==> src/rtl/mast_rx_byte_ctrl.sv <==
// -----------------------------------------------------------------------------
// mast_rx_byte_ctrl
//
// Master-side read-byte sequencer for the I2C master. It turns SDA samples
// taken at SCL mid-high into the shift strobe and serial bit for the master
// SIPO data register, counts the 8 data bits, and drives ACK/NACK during the
// 9th bit. Once the byte is complete it captures the SIPO parallel output into
// a holding register and offers it to the host over a valid/ready handshake.
//
// Optional build macro:
//   MAST_RX_GLITCH_CHK_EN - when defined, SDA is compared against the level
//   recorded at each sample_tick until the following fall_tick. A change while
//   SCL is high aborts the read and sets the sticky master_bus_err. When not
//   defined, master_bus_err is tied to 0 and no comparison logic is built.
//
// Parameters:
//   WDOG_CYC  clock cycles without any tick while busy before the read is
//             aborted (minimum 4).
//
// Ports:
//   master_scl_sixt        in   system clock, all logic on its rising edge
//   master_rst_n           in   synchronous active-low reset
//   master_rd_start        in   one-cycle request to receive one byte
//   master_rd_last         in   sampled with rd_start: 1 = NACK, 0 = ACK
//   master_sda_in          in   synchronised SDA level
//   master_sample_tick     in   one-cycle pulse at SCL mid-high
//   master_fall_tick       in   one-cycle pulse at SCL falling edge
//   master_data_out[7:0]   in   parallel output of the SIPO register
//   master_serial_in       out  registered SDA sample for the SIPO
//   master_rec_data_shift  out  registered one-cycle shift strobe for the SIPO
//   master_sda_drive_low   out  1 = pull SDA low (ACK)
//   master_busy            out  a read is in progress
//   master_byte_done       out  one-cycle pulse at the end of the ACK/NACK bit
//   master_rx_data[7:0]    out  holding register
//   master_rx_valid        out  holding register contains an unread byte
//   master_rx_ready        in   consumer takes the byte when valid && ready
//   master_rx_overrun      out  sticky: a byte was dropped (valid still high)
//   master_timeout         out  one-cycle pulse on watchdog abort
//   master_bus_err         out  sticky SDA-changed-while-SCL-high flag
// -----------------------------------------------------------------------------
module mast_rx_byte_ctrl #(
    parameter int WDOG_CYC = 1024
) (
    input  logic       master_scl_sixt,
    input  logic       master_rst_n,
    input  logic       master_rd_start,
    input  logic       master_rd_last,
    input  logic       master_sda_in,
    input  logic       master_sample_tick,
    input  logic       master_fall_tick,
    input  logic [7:0] master_data_out,
    output logic       master_serial_in,
    output logic       master_rec_data_shift,
    output logic       master_sda_drive_low,
    output logic       master_busy,
    output logic       master_byte_done,
    output logic [7:0] master_rx_data,
    output logic       master_rx_valid,
    input  logic       master_rx_ready,
    output logic       master_rx_overrun,
    output logic       master_timeout,
    output logic       master_bus_err
);

    localparam int                WDOG_W   = $clog2(WDOG_CYC);
    localparam logic [WDOG_W-1:0] WDOG_MAX = WDOG_W'(WDOG_CYC - 1);

    typedef enum logic [1:0] {
        ST_IDLE = 2'd0,
        ST_RECV = 2'd1,
        ST_ACK  = 2'd2
    } state_t;

    // ---------------------------------------------------------------------
    // Registers and their next-state values
    // ---------------------------------------------------------------------
    state_t            r_state;
    state_t            w_state_next;
    logic [3:0]        r_bit_cnt;
    logic [3:0]        w_bit_cnt_next;
    logic              r_ack_mode;
    logic              w_ack_mode_next;
    logic              r_first_ack;      // first cycle spent in ACK
    logic              w_first_ack_next;
    logic              r_serial_in;
    logic              w_serial_in_next;
    logic              r_shift;
    logic              w_shift_next;
    logic              r_drive_low;
    logic              w_drive_low_next;
    logic              r_busy;
    logic              w_busy_next;
    logic              r_byte_done;
    logic              w_byte_done_next;
    logic              r_timeout;
    logic              w_timeout_next;
    logic [7:0]        r_rx_data;
    logic [7:0]        w_rx_data_next;
    logic              r_rx_valid;
    logic              w_rx_valid_next;
    logic              r_overrun;
    logic              w_overrun_next;
    logic [WDOG_W-1:0] r_wdog;
    logic [WDOG_W-1:0] w_wdog_next;

    logic w_any_tick;
    logic w_cnt_full;
    logic w_wdog_exp;
    logic w_glitch;
    logic w_abort;
    logic w_capture;

    assign w_any_tick = master_sample_tick | master_fall_tick;
    assign w_cnt_full = (r_bit_cnt == 4'd8);

    // A tick in the same cycle restarts the watchdog rather than expiring it.
    assign w_wdog_exp = r_busy && !w_any_tick && (r_wdog == WDOG_MAX);
    assign w_abort    = w_wdog_exp | w_glitch;

    // ---------------------------------------------------------------------
    // Watchdog: free-runs while busy, restarted by any tick
    // ---------------------------------------------------------------------
    always_comb begin
        w_wdog_next = r_wdog;
        if (!r_busy || w_any_tick) begin
            w_wdog_next = '0;
        end else begin
            w_wdog_next = r_wdog + WDOG_W'(1);
        end
    end

    // ---------------------------------------------------------------------
    // Optional SDA stability check while SCL is high
    // ---------------------------------------------------------------------
`ifdef MAST_RX_GLITCH_CHK_EN
    logic r_sda_ref;
    logic r_chk_armed;
    logic r_bus_err;

    // The fall_tick cycle itself is excluded: SDA may legally move once SCL
    // has gone low. While we drive ACK the line level is our own, so skip it.
    always_comb begin
        w_glitch = r_chk_armed
                && (r_state != ST_IDLE)
                && !master_fall_tick
                && (master_sda_in != r_sda_ref)
                && !((r_state == ST_ACK) && r_drive_low);
    end

    always_ff @(posedge master_scl_sixt) begin
        if (!master_rst_n) begin
            r_sda_ref   <= 1'b0;
            r_chk_armed <= 1'b0;
            r_bus_err   <= 1'b0;
        end else begin
            r_bus_err <= r_bus_err | w_glitch;
            if ((r_state == ST_IDLE) || w_abort) begin
                r_chk_armed <= 1'b0;
            end else if (master_sample_tick) begin
                r_chk_armed <= 1'b1;
                r_sda_ref   <= master_sda_in;
            end else if (master_fall_tick) begin
                r_chk_armed <= 1'b0;
            end
        end
    end

    assign master_bus_err = r_bus_err;
`else
    assign w_glitch       = 1'b0;
    assign master_bus_err = 1'b0;
`endif

    // ---------------------------------------------------------------------
    // FSM next-state and control outputs
    // ---------------------------------------------------------------------
    always_comb begin
        w_state_next     = r_state;
        w_bit_cnt_next   = r_bit_cnt;
        w_ack_mode_next  = r_ack_mode;
        w_first_ack_next = 1'b0;
        w_serial_in_next = r_serial_in;
        w_shift_next     = 1'b0;
        w_drive_low_next = r_drive_low;
        w_busy_next      = r_busy;
        w_byte_done_next = 1'b0;
        w_timeout_next   = 1'b0;
        w_capture        = 1'b0;

        unique case (r_state)
            ST_IDLE: begin
                if (master_rd_start) begin
                    w_state_next    = ST_RECV;
                    w_bit_cnt_next  = 4'd0;
                    w_ack_mode_next = ~master_rd_last;
                    w_busy_next     = 1'b1;
                end
            end

            ST_RECV: begin
                // A sample that is acted on wins over a coincident fall.
                if (master_sample_tick && !w_cnt_full) begin
                    w_shift_next     = 1'b1;
                    w_serial_in_next = master_sda_in;
                    w_bit_cnt_next   = r_bit_cnt + 4'd1;
                end else if (master_fall_tick && w_cnt_full) begin
                    w_state_next     = ST_ACK;
                    w_drive_low_next = r_ack_mode;
                    w_first_ack_next = 1'b1;
                end
            end

            ST_ACK: begin
                // Tick spacing guarantees the SIPO has settled by now.
                w_capture = r_first_ack;
                if (master_fall_tick) begin
                    w_state_next     = ST_IDLE;
                    w_drive_low_next = 1'b0;
                    w_byte_done_next = 1'b1;
                    w_busy_next      = 1'b0;
                    w_bit_cnt_next   = 4'd0;
                end
            end

            default: begin
                w_state_next = ST_IDLE;
                w_busy_next  = 1'b0;
            end
        endcase

        // Abort overrides everything: release SDA, no strobe, no capture.
        if (w_abort) begin
            w_state_next     = ST_IDLE;
            w_bit_cnt_next   = 4'd0;
            w_first_ack_next = 1'b0;
            w_shift_next     = 1'b0;
            w_drive_low_next = 1'b0;
            w_busy_next      = 1'b0;
            w_byte_done_next = 1'b0;
            w_capture        = 1'b0;
            w_timeout_next   = w_wdog_exp;
        end
    end

    // ---------------------------------------------------------------------
    // Holding register and consumer handshake
    // ---------------------------------------------------------------------
    always_comb begin
        w_rx_data_next  = r_rx_data;
        w_rx_valid_next = r_rx_valid;
        w_overrun_next  = r_overrun;

        if (r_rx_valid && master_rx_ready) begin
            w_rx_valid_next = 1'b0;
        end

        // A consumer read in the capture cycle frees the slot for the new byte.
        if (w_capture) begin
            if (!r_rx_valid || master_rx_ready) begin
                w_rx_data_next  = master_data_out;
                w_rx_valid_next = 1'b1;
            end else begin
                w_overrun_next = 1'b1;
            end
        end
    end

    // ---------------------------------------------------------------------
    // State register
    // ---------------------------------------------------------------------
    always_ff @(posedge master_scl_sixt) begin
        if (!master_rst_n) begin
            r_state     <= ST_IDLE;
            r_bit_cnt   <= 4'd0;
            r_ack_mode  <= 1'b0;
            r_first_ack <= 1'b0;
            r_serial_in <= 1'b0;
            r_shift     <= 1'b0;
            r_drive_low <= 1'b0;
            r_busy      <= 1'b0;
            r_byte_done <= 1'b0;
            r_timeout   <= 1'b0;
            r_rx_data   <= 8'd0;
            r_rx_valid  <= 1'b0;
            r_overrun   <= 1'b0;
            r_wdog      <= '0;
        end else begin
            r_state     <= w_state_next;
            r_bit_cnt   <= w_bit_cnt_next;
            r_ack_mode  <= w_ack_mode_next;
            r_first_ack <= w_first_ack_next;
            r_serial_in <= w_serial_in_next;
            r_shift     <= w_shift_next;
            r_drive_low <= w_drive_low_next;
            r_busy      <= w_busy_next;
            r_byte_done <= w_byte_done_next;
            r_timeout   <= w_timeout_next;
            r_rx_data   <= w_rx_data_next;
            r_rx_valid  <= w_rx_valid_next;
            r_overrun   <= w_overrun_next;
            r_wdog      <= w_wdog_next;
        end
    end

    assign master_serial_in      = r_serial_in;
    assign master_rec_data_shift = r_shift;
    assign master_sda_drive_low  = r_drive_low;
    assign master_busy           = r_busy;
    assign master_byte_done      = r_byte_done;
    assign master_rx_data        = r_rx_data;
    assign master_rx_valid       = r_rx_valid;
    assign master_rx_overrun     = r_overrun;
    assign master_timeout        = r_timeout;

endmodule
==> config.mk <==
export PLATFORM = sky130hd
export DESIGN_NAME = mast_rx_byte_ctrl
export DESIGN_NICKNAME = d
export VERILOG_FILES = /design/src/rtl/mast_rx_byte_ctrl.sv
export SDC_FILE = /design/constraint.sdc
export NUM_CORES = 1
export LEC_CHECK = 0
export ABC_AREA = 0
export CORE_MARGIN = 3
export CORE_UTILIZATION = 23
export DETAILED_ROUTE_END_ITERATION = 6
export SYNTH_ARGS = -nofsm -noshare
export SYNTH_HDL_FRONTEND = slang
export SYNTH_SLANG_ARGS = --single-unit
==> constraint.sdc <==
create_clock -name master_scl_sixt -period 4.5 [get_ports master_scl_sixt]
set_input_delay 1.125 -clock master_scl_sixt [delete_from_list [all_inputs] [get_ports master_scl_sixt]]
set_output_delay 1.125 -clock master_scl_sixt [all_outputs]
set_load 0.02 [all_outputs]
## Word-level counts from Yosys, hierarchy flattened

Cells that the tools add are included.

| storage, ports and cells | value |
|---|---|
| output and inout port bits | 17 |
| bits in writable memories | 0 |
| word-level logic and storage cells | 82 |
| latch bits | 0 |
| memories kept | 0 |
| bits in read-only memories | 0 |
| flip-flop bits (word level) | 34 |
| input bits | 16 |

| operators by class | value |
|---|---|
| add/subtract/negate cells | 2 |
| shift operators | 0 |
| order comparisons | 0 |
| equality and inequality tests | 9 |
| multipliers | 0 |
| multiplexer cells | 24 |
| reduce and logical (&&, ||, !) cells | 27 |
| bitwise logic cells | 6 |
| div/mod/pow operators | 0 |

Operator list:

| cell | number |
|---|---|
| 1-bit two-way mux | 13 |
| 4-bit two-way mux | 3 |
| 4-bit case mux with 3 select lines | 1 |
| 4-bit AND reduction | 3 |
| 10-bit by 1-bit adder with 10-bit output (second input constant) | 1 |
| 10-bit == test (second input constant) | 1 |
| 2-bit inequality test (second input constant) | 5 |
| 2-bit two-way mux | 4 |
| 2-bit AND reduction | 4 |
| 2-bit case mux with 3 select lines | 1 |
| 3-bit OR reduction | 2 |
| 1-bit logical AND | 5 |
| 1-bit inverter | 5 |
| 4-bit by 1-bit adder with 4-bit output (second input constant) | 1 |
| 4-bit == test (second input constant) | 1 |
| 1-bit zero test | 4 |
| 2-bit OR reduction | 2 |
| 4-bit OR reduction | 1 |
| 1-bit case mux with 3 select lines | 1 |
| 3-bit AND reduction | 1 |
| 3-bit nonzero test | 1 |
| 2-bit by 1-bit == test with 1-bit output (second input constant) | 1 |
| 2-bit == test (second input constant) | 1 |
| 2-bit zero test | 1 |
| other kinds (4) | 5 |

## Longest topological paths before layout

Gate-level depths: netlist of the first run.

| depth | value |
|---|---|
| word-level depth | 6 |
| depth in mapped cells | 7 |
| gate-level depth less buffers | 6 |

## Worst setup path before layout of the first run

OpenSTA, ideal clock, no wires.

| path | value |
|---|---|
| path type | input to register |
| start point | input port master_sample_tick |
| end point | register r_rx_data[0], in the netlist master_rx_data[0] |
| data arrival time | 2.196 ns |
| setup slack | 2.186 ns |
| stages | 5 |
| buffers on the path | 1 |
| required time | 4.381 ns |
| library setup time | 0.119 ns |
| path through | or3b_1 > o41ai_2 > nor2b_1 > buf_6 > mux2i_1 |

| between the ends | value |
|---|---|
| word-level cells in the longest chain between the ends | 6 |

Ends and longest elaborated chain:

| what | RTL line | source |
|---|---|---|
| start, declared | 49 | `input logic master_sample_tick,` |
| 1-bit bitwise OR | 113 | `assign w_any_tick = master_sample_tick \| master_fall_tick;` |
| 1-bit zero test | 117 | `assign w_wdog_exp = r_busy && !w_any_tick && (r_wdog == WDOG_MAX);` |
| 1-bit logical AND (2 in a row) | 117 |  |
| 1-bit two-way mux | 232 | `if (w_abort) begin` |
| 2-bit AND reduction (no line) | -- |  |
| end signal, assigned | 298 | `r_rx_data <= w_rx_data_next;` |
| end, declared | 97 | `logic [7:0] r_rx_data;` |

No other way between the ends.
A chain may end at the register's enable or synchronous reset.

## Worst setup path in the final report of the first run

| path | value |
|---|---|
| start point | input port master_fall_tick |
| end point | register r_rx_data[0], in the netlist master_rx_data[0] |

| between the ends | value |
|---|---|
| word-level cells in the longest chain between the ends | 6 |

Ends and longest elaborated chain:

| what | RTL line | source |
|---|---|---|
| start, declared | 50 | `input logic master_fall_tick,` |
| 1-bit bitwise OR | 113 |  |
| 1-bit zero test | 117 |  |
| 1-bit logical AND (2 in a row) | 117 |  |
| 1-bit two-way mux | 232 |  |
| 2-bit AND reduction (no line) | -- |  |

No other way between the ends.

==> results of run 1 <==
## flip-flops by register name, indices dropped and copies added (netlist names), 2 cells and up
| name | flops |
|---|---|
| r_wdog | 10 |
| r_state | 2 |
| master_rx_data | 8 |
| r_bit_cnt | 4 |
## metal layers
layer	vias up	wire [um]	share of wire, %
met5	-	0	0
met4	0	18	0.63
met3	2	164	5.7
met2	25	1370	48
met1	533	1320	46
li1	620	-	-
## synth_stat cells (2+ instances only)
master / number
xnor2_1: 4
nand2b_1: 4
nand2_1: 23
nor3_1: 3
o31ai_1: 2
inv_1: 5
nor2_1: 16
and3b_1: 2
o21ai_0: 4
nor2b_1: 2
nand3_1: 7
or3_1: 5
nand3b_1: 2
ha_1: 3
mux2i_1: 10
a21oi_1: 12
dfxtp_1: 34
nand4_1: 3
clkbuf_1: 4
## power breakdown
| part | total, mW | switching (mW) | internal, mW | leakage [nW] |
|---|---|---|---|---|
| clock network | 0.280 | 0.103 | 0.177 | 0.0573 |
| registers | 0.309 | 0.00417 | 0.305 | 0.275 |
| logic | 0.0427 | 0.0200 | 0.0227 | 0.320 |
## cells by family after synthesis
kind of cell	after synthesis	share of synthesized area [%]
muxes	10	6.97
AOI/OAI and AO/OA	24	10.5
other	1	0.261
xor gates and xnor gates	5	3.05
and+or+nand+nor	73	25.2
DFF	34	47.4
buffers and inverters	12	4.01
adders and majority gates	3	2.61
## metrics by stage
| stage | utilization, % | power, mW | area (sq um) | hold WS [ns] | cells |
|---|---|---|---|---|---|
| after floorplan | - | 0.336 | 1440 | 0.430 | 162 |
| after global placement | 30.3 | 0.358 | 1820 | 0.447 | 263 |
| after detailed placement | 30.3 | 0.359 | 1820 | 0.448 | 263 |
| after CTS | 32.2 | 0.643 | 1930 | 0.459 | 270 |
| after global routing | 32.2 | 0.659 | 1930 | 0.482 | 270 |
| final | 32.2 | 0.632 | 1930 | 0.457 | 270 |
## path summary, 6_finish.rpt
path / end / cells past startpoint / from / slack (ns)
hold / removal: master_rx_data[6] / 2 / master_rx_data[6] / 0.46
hold reg to reg: master_rx_data[6] / 2 / master_rx_data[6] / 0.46
setup reg to reg: master_rx_data[0] / 5 / r_wdog[0] / 2.46
setup / recovery: master_rx_data[0] / 5 / master_fall_tick / 1.66
## final cells by class
type | count | area [sq um] | area share [%]
multi-input combinational | 116 | 698 | 36.2
clock inverter | 1 | 30.0 | 1.56
sequential | 34 | 681 | 35.3
tap | 75 | 93.8 | 4.86
clock buffer | 6 | 82.6 | 4.28
timing repair buffer | 33 | 325 | 16.9
inverter | 5 | 18.8 | 0.973
## worst reg2reg max path: stages (launching register included)
cell	delay (ns)
dfxtp_1	0.34
ha_1	0.23
nand3_1	0.26
o41ai_2	0.17
nor2b_1	0.72
mux2i_1	0.26
==> reports/metrics.csv, run 1 <==
stage;metric;value;unit
drt;vias;1180;
logic_synthesis;synthesis.nets;181;
cts;cts.clk_slew.worst_paths;0.07;ns
critical_path;end_kind;flop;
drt;final_antenna_net_count;0;
drt;drc;0;
logic_synthesis;synth_top_area_cell;dfxtp_1;
cts;cts_root_buf;clkbuf_8;
critical_path;cp.arrival;2.97;ns
drt;first_pass_iters;4;
global_routing;grt_max_degree;22;
global_routing;grt_util_met3;3.59;%
logic_synthesis;synth-edff-count;0;
logic_synthesis;yosysWarnings;0;
min_path;hold_class;flop to flop;
critical_path;crit_path_top_delay_cell;clkdlybuf4s50_1;
cts;cts_setup_buffers;0;
cts;cts_sinks;34;
critical_path;cp-start-kind;input port;
critical_path;cp_max_fo;8;
sta;setup_tns;0;ns
logic_synthesis;synth_cell_types;36;
placed_design;portBuffers;31;
sta;timing.final.ws_setup;1.66;ns
final_layout;layout_commonest_cell;dfxtp_1;
sta;finalHoldViolCount;0;
cts;cts_buffer_depth;2;
global_routing;grt_pass1_wl;4.89;mm
die;die_x;85.0;um
sta;clock_skew;0.00763;ns
die;core;0.00599;sq mm
global_routing;grt-busiest-layer;met2;
placed_design;gp_congestion;0.775;
logic_synthesis;ys_seq_area_share;47.4;%
final_layout;fin_nets;214;
sta;rsz0062_at_grt;no;
final_layout;diodes;0;
logic_synthesis;synthTopCellsByArea;dfxtp_1 (47%), mux2i_1 (7.0%), nand2_1 (6.0%), a21oi_1 (4.2%), nor2_1 (4.2%);
critical_path;path_delay_family;simple AND/OR/NAND/NOR gates;
critical_path;critical_path_class;input port to flop;
drt;via_per_inst;4.37;
sta;period_share;63.0;%
final_layout;syn_to_final_growth;34.3;%
critical_path;worstPathCellList;clkdlybuf4s50_1 > or3b_1 > o41ai_2 > nor2b_1 > mux2i_1;
cts;clkLatencyLatePin;0.28;ns
global_routing;grt_use_met2;13.5;%
global_routing;grt_antenna_before_repair;0;
cts;cts_resized;0;
final_layout;layout_common_cells;dfxtp_1 (34), clkdlybuf4s50_1 (31), nand2_1 (23), nor2_1 (16), a21oi_1 (12);
sta;setup_viol;0;
critical_path;crit_required;4.63;ns
cts;htree_levels;2;
critical_path;cpPeakStageDelay;0.53;ns
sta;post-route-min-period;2.84;ns
power;pwr_density_cell;327;mW/mm^2
placed_design;place_ws;1.37;ns
final_layout;final_layout_size_suffix_gt1_share;5.13;%
cts;cts_hold_buf;0;
sta;max_freq;353;MHz
logic_synthesis;synth_area;0.00144;sq mm
die;rows;28;
flow_run;maxCapViolations;0;
global_routing;grt_overflow;0;
logic_synthesis;yosysTopAreaCellShare;47.4;%
sta;slew_headroom;39.6;%
logic_synthesis;synth-main-ff-cell;dfxtp_1;
sta;slew_violations;0;
final_layout;nFillCells;642;
global_routing;grtUsageTotal;8.35;%
global_routing;grt_use_met1;9.83;%
die;dieArea;0.00723;sq mm
power;cellLeakagePower;0.652;nW
drt;wirelength;2.87;mm
placed_design;dp_hpwl;2.18;mm
die;die_height;85.0;um
logic_synthesis;ys_seq_elements;34;
die;initial_core_util;24.0;%
power;ir_worst_vdd;0.188;mV
logic_synthesis;synthCells;162;
logic_synthesis;synthArstFlopShare;0;%
global_routing;grt_pass1_vias;1112;
logic_synthesis;synth_area_per_cell;8.87;sq um
sta;tightest_slew;0.903;ns
drt;routedWlPerCell;10.6;um
critical_path;path_buf_inv;1;
cts;numCtsBuffers;5;
status;outcome;finished, final reports clean;
die;io_pins;33;
drt;drt-initial-drc-count;70;
cts;cts_tree;built;
Note: power is estimated with default switching activity, not from simulation.
==> run 2, diff against run 1 <==
clock period = 2.65 ns   (was 4.5 ns; I/O delays follow)
==> run 2 against run 1 <==
Sequential share of layout area shrank 0.72 points; wire length grew 5.4%; sequential power grew 70%; count of clock-buffer cells in the layout shrank 1; total power grew 86%; largest power group is now clock; worst hold slack gained 0.0035 ns; setup slack lost 1.3 ns; register-to-register slack lost 1.9 ns; die area is the same; critical endpoint is now master_rx_data[7]; design area grew 2.1%.
==> reports/metrics.csv, run 2 (synthesis results as in run 1) <==
stage;metric;value;unit;change
drt;via_per_inst;4.44;;was 4.37
flow_run;maxCapViolations;0;;unchanged
cts;cts_resized;0;;unchanged
power;ir_worst_vdd;0.263;mV;was 0.188 mV
cts;cts_hold_buf;0;;unchanged
critical_path;r2r-start;r_wdog[0];;unchanged
final_layout;syn_to_final_growth;37.1;%;was 34.3%
sta;period_share;84.7;%;
power;pwr_density_cell;596;mW/mm^2;was 327 mW/mm^2
critical_path;reg2reg_setup_slack;0.61;ns;was 2.46 ns
global_routing;grtUsageTotal;9.06;%;was 8.35%
final_layout;top_register;r_wdog;;unchanged
critical_path;worstPathCellList;clkdlybuf4s50_1 > or3b_1 > o41ai_2 > nor2b_1 > mux2i_1;;unchanged
final_layout;diodes;0;;unchanged
die;rows;28;;unchanged
sta;setup_tns;0;ns;unchanged
final_layout;largest_register_ffs;10;;unchanged
min_path;min_to;r_wdog[0];;was master_rx_data[6]
drt;vias;1212;;was 1,180
sta;clock_skew;0.00636;ns;was 0.00763 ns
cts;numCtsBuffers;5;;unchanged
global_routing;grt_pass1_vias;1138;;was 1,112
min_path;hold_class;flop to flop;;unchanged
placed_design;portBuffers;31;;unchanged
die;io_pins;33;;unchanged
min_path;worst_hold_path.num_cells;1;;was 2
final_layout;layout_commonest_cell;dfxtp_1;;unchanged
critical_path;path_buf_inv;1;;unchanged
cts;cts_sinks;34;;unchanged
sta;setup_viol;0;;unchanged
critical_path;crit_required;2.79;ns;was 4.63 ns
global_routing;grt_pass1_wl;5.20;mm;was 4.89 mm
global_routing;grt_antenna_before_repair;0;;unchanged
critical_path;crit_path_top_delay_cell;clkdlybuf4s50_1;;unchanged
sta;rsz0062_at_grt;no;;unchanged
cts;clkLatencyLatePin;0.29;ns;was 0.28 ns
die;die_height;85.0;um;unchanged
sta;slew_headroom;41.3;%;was 39.6%
sta;post-route-min-period;2.24;ns;
cts;cts_setup_buffers;0;;unchanged
power;power;1.17;mW;was 632 uW
global_routing;grt_overflow;0;;unchanged
critical_path;cpPeakStageDelay;0.44;ns;was 0.53 ns
final_layout;final_layout_size_suffix_gt1_share;6.57;%;was 5.13%
sta;slew_violations;0;;unchanged
drt;final_antenna_net_count;0;;unchanged
cts;cts_buffer_depth;2;;unchanged
final_layout;finalCoreUtilization;32.9;%;was 32.2%
critical_path;cp.arrival;2.38;ns;was 2.97 ns
final_layout;layout_common_cells;dfxtp_1 (34), clkdlybuf4s50_1 (31), nand2_1 (23), nor2_1 (16), a21oi_1 (12);;unchanged
placed_design;dp_hpwl;2.23;mm;was 2.18 mm
critical_path;cp_max_fo;8;;unchanged
sta;max_freq;445;MHz;
sta;whs;0.460;ns;was 0.457 ns
sta;tightest_slew;0.878;ns;was 0.903 ns
critical_path;rr_worst_depth;5;;unchanged
drt;routedWlPerCell;11.1;um;was 10.6 um
critical_path;worstReg2RegEnd;master_rx_data[7];;was master_rx_data[0]
die;initial_core_util;24.0;%;unchanged
final_layout;fin_nets;216;;was 214
placed_design;gp_congestion;0.785;;was 0.775
drt;drt-initial-drc-count;42;;was 70
die;core;0.00599;sq mm;unchanged
drt;drc;0;;unchanged
die;die_x;85.0;um;unchanged
critical_path;path_delay_family;simple AND/OR/NAND/NOR gates;;unchanged
sta;finalHoldViolCount;0;;unchanged
cts;cts.clk_slew.worst_paths;0.08;ns;was 0.07 ns
global_routing;grt_max_degree;18;;was 22
cts;cts_tree;built;;unchanged
drt;wirelength;3.02;mm;was 2.87 mm
drt;first_pass_iters;4;;unchanged
die;dieArea;0.00723;sq mm;unchanged
critical_path;end_kind;flop;;unchanged
status;outcome;finished, final reports clean;;unchanged
critical_path;critical_path_class;input port to flop;;unchanged
cts;htree_levels;2;;unchanged
power;cellLeakagePower;0.673;nW;was 0.652 nW
critical_path;cp-start-kind;input port;;unchanged
min_path;worstHoldStart;r_wdog[0];;was master_rx_data[6]
cts;cts_root_buf;clkbuf_8;;unchanged
## run 2: cell types whose count changed in the layout (fill, tap and decap cells not counted)
| cell | change |
|---|---|
| clkinv_4 | +1 |
| buf_4 | +2 |
| bufinv_16 | +1 |
| clkbuf_8 | -1 |
## run 2: layout make-up
type / instances / area (sq um)
Fill cell: 615 / 4020
Timing Repair Buffer: 35 / 340
Multi-Input combinational cell: 116 / 698
Clock inverter: 3 / 68.8
Clock buffer: 5 / 68.8
Inverter: 5 / 18.8
Sequential cell: 34 / 681
Tap cell: 75 / 93.8
## run 2: report_power, final
group          switching, mW  leakage (nW)  total, mW  internal, mW
combinational         0.0344         0.330     0.0745        0.0400
sequential           0.00728         0.275      0.524         0.517
clock                  0.198        0.0683      0.575         0.377
## run 2: worst register-to-register path: stages (launching register included)
cell	delay, ns
dfxtp_1	0.33
ha_1	0.22
nand3_1	0.25
o41ai_2	0.16
nor2b_1	0.70
mux2i_1	0.29
## run 2: worst max-delay path by stage
stage	startpoint	to	cells past startpoint
finish	master_sample_tick	master_rx_data[7]	5
global route	master_sample_tick	master_rx_data[7]	5
CTS	master_sample_tick	master_rx_data[3]	5
detailed placement	master_sample_tick	master_rx_data[7]	5
global placement	master_sample_tick	master_rx_data[0]	5
floorplan	master_sample_tick	master_rx_data[0]	5
## run 2: through the flow
step	instance area [sq um]	std cells	setup slack, ns
2_1_floorplan	1440	162	0.798
4_1_cts	1970	273	0.391
6_report	1970	273	0.405
3_3_place_gp	1830	265	0.102
5_1_grt	1970	273	0.307
3_5_place_dp	1830	265	0.0727
## run 2: routing by layer
metal / vias to the layer above / part of all wire (%) / track usage, % / routed length [um]
met4: 0 / 2.1 / 4.32 / 62
met5: - / 0 / 0 / 0
met2: 27 / 43 / 13.3 / 1310
li1: 630 / - / - / -
met1: 547 / 48 / 11.7 / 1450
met3: 8 / 6.5 / 3.40 / 197
==> run 3, diff against run 2 <==
clock period = 2.3 ns   (was 2.65 ns; I/O delays follow)
==> run 3 against run 2 <==
Non-clock buffer count up 2; cell count is 0.73% higher; first-iteration DRC count increased by 4.8%; critical path type unchanged; largest cell class unchanged; highest routed layer unchanged.
==> reports/metrics.csv, run 3 (synthesis results as in run 1) <==
stage;metric;value;unit;change
sta;finalHoldViolCount;0;;unchanged
sta;post-route-min-period;2.06;ns;
critical_path;cp_max_fo;8;;unchanged
sta;slew_headroom;41.1;%;was 41.3%
sta;period_share;89.5;%;
final_layout;largest_register_ffs;10;;unchanged
sta;max_freq;486;MHz;
final_layout;top_register;r_wdog;;unchanged
cts;cts_root_buf;clkbuf_8;;unchanged
die;die_height;85.0;um;unchanged
final_layout;layout_common_cells;dfxtp_1 (34), clkdlybuf4s50_1 (31), nand2_1 (23), nor2_1 (16), a21oi_1 (12);;unchanged
status;outcome;finished, final reports clean;;unchanged
sta;rsz0062_at_grt;no;;unchanged
critical_path;critical_path_class;input port to flop;;unchanged
power;p_int;1.08;mW;was 934 uW
power;cellLeakagePower;0.682;nW;was 0.673 nW
power;ir_worst_vdd;0.368;mV;was 0.263 mV
cts;cts_resized;0;;unchanged
die;die_x;85.0;um;unchanged
power;power;1.37;mW;was 1.17 mW
cts;clkLatencyLatePin;0.29;ns;about the same
critical_path;end_kind;flop;;unchanged
global_routing;grt_overflow;0;;unchanged
sta;setup_viol;0;;unchanged
cts;cts_buffer_depth;2;;unchanged
drt;via_per_inst;4.40;;was 4.44
die;initial_core_util;24.0;%;unchanged
drt;drc;0;;unchanged
min_path;hold_class;flop to flop;;unchanged
global_routing;grt_antenna_before_repair;0;;unchanged
drt;first_pass_iters;4;;unchanged
final_layout;design_area;0.00198;sq mm;was 0.00197 sq mm
drt;vias;1211;;was 1,212
cts;numCtsBuffers;5;;unchanged
sta;whs;0.461;ns;was 0.460 ns
power;switching_share;21.2;%;was 20.4%
placed_design;portBuffers;31;;unchanged
sta;timing.final.ws_setup;0.243;ns;was 0.405 ns
critical_path;crit_required;2.44;ns;was 2.79 ns
drt;routedWlPerCell;11.3;um;was 11.1 um
critical_path;cp.arrival;2.20;ns;was 2.38 ns
power;seqPwrFrac;44.2;%;was 44.7%
final_layout;fin_nets;218;;was 216
placed_design;dpl_cell_area;0.00185;sq mm;was 0.00183 sq mm
sta;clock_skew;0.00935;ns;was 0.00636 ns
power;power_frac_comb;6.3;%;about the same
final_layout;finalCoreUtilization;33.1;%;was 32.9%
cts;htree_levels;2;;unchanged
placed_design;numPlacedInstances;267;;was 265
global_routing;grt_pass1_vias;1159;;was 1,138
final_layout;diodes;0;;unchanged
placed_design;place_ws;-0.0900;ns;was 0.0727 ns
power;p_sw;290;uW;was 240 uW
final_layout;layout_commonest_cell;dfxtp_1;;unchanged
global_routing;grtUsageTotal;9.08;%;was 9.06%
sta;slew_violations;0;;unchanged
placed_design;gp_congestion;0.763;;was 0.785
drt;drt-initial-drc-count;44;;was 42
sta;tightest_slew;0.881;ns;was 0.878 ns
cts;cts_hold_buf;0;;unchanged
cts;cts_setup_buffers;0;;unchanged
global_routing;grt_max_degree;18;;unchanged
die;dieArea;0.00723;sq mm;unchanged
die;core;0.00599;sq mm;unchanged
drt;wirelength;3.11;mm;was 3.02 mm
final_layout;final_layout_size_suffix_gt1_share;7.50;%;was 6.57%
placed_design;dp_hpwl;2.28;mm;was 2.23 mm
power;p_clk_share;49.4;%;was 49.0%
cts;cts_tree;built;;unchanged
final_layout;layoutNonFillerInstCount;275;;was 273
global_routing;grt_pass1_wl;5.34;mm;was 5.20 mm
sta;setup_tns;0;ns;unchanged
drt;final_antenna_net_count;0;;unchanged
power;pwr_density_cell;688;mW/mm^2;was 596 mW/mm^2
cts;cts.clk_slew.worst_paths;0.08;ns;about the same
cts;cts_sinks;34;;unchanged
critical_path;cp-start-kind;input port;;unchanged
final_layout;syn_to_final_growth;38.2;%;was 37.1%
flow_run;maxCapViolations;0;;unchanged
die;io_pins;33;;unchanged
die;rows;28;;unchanged
## run 3: cell type report
| class | instances | area (sq um) |
|---|---|---|
| fill | 641 | 4010 |
| clock inverter | 3 | 68.8 |
| sequential | 34 | 681 |
| clock buffer | 5 | 68.8 |
| multi-input combinational | 116 | 698 |
| timing repair buffer | 37 | 355 |
| tap | 75 | 93.8 |
| inverter | 5 | 18.8 |
## run 3: path summary, 6_finish.rpt
check	startpoint	endpoint	slack, ns	cells after the start
max	master_fall_tick	master_rx_data[6]	0.24	5
min	master_rx_data[2]	master_rx_data[2]	0.46	2
max reg2reg	r_wdog[0]	master_rx_data[5]	0.50	5
min reg2reg	master_rx_data[2]	master_rx_data[2]	0.46	2
## run 3: worst max-delay path, stage by stage
cell and delay, ns:
clkdlybuf4s50_1 0.45, or3b_1 0.39, o41ai_2 0.34, nor2b_1 0.27, mux2i_1 0.17
## run 3: power groups by stage
stage | Sequential (mW) | Clock, mW | Combinational (mW)
final | 0.604 | 0.675 | 0.0864
after global placement | 0.618 | 0 | 0.0871
after floorplan | 0.617 | 0 | 0.0403
after detailed placement | 0.618 | 0 | 0.0866
after CTS | 0.604 | 0.690 | 0.0871
after global routing | 0.606 | 0.718 | 0.0952
## run 3: layer usage
| metal | routed length [um] | vias to the layer above | global-route usage (%) | part of all wire (%) |
|---|---|---|---|---|
| met5 | 0 | - | 0 | 0 |
| li1 | - | 628 | - | - |
| met4 | 14 | 0 | 3.17 | 0.45 |
| met2 | 1390 | 21 | 13.9 | 45 |
| met1 | 1530 | 560 | 11.8 | 49 |
| met3 | 172 | 2 | 3.30 | 5.5 |
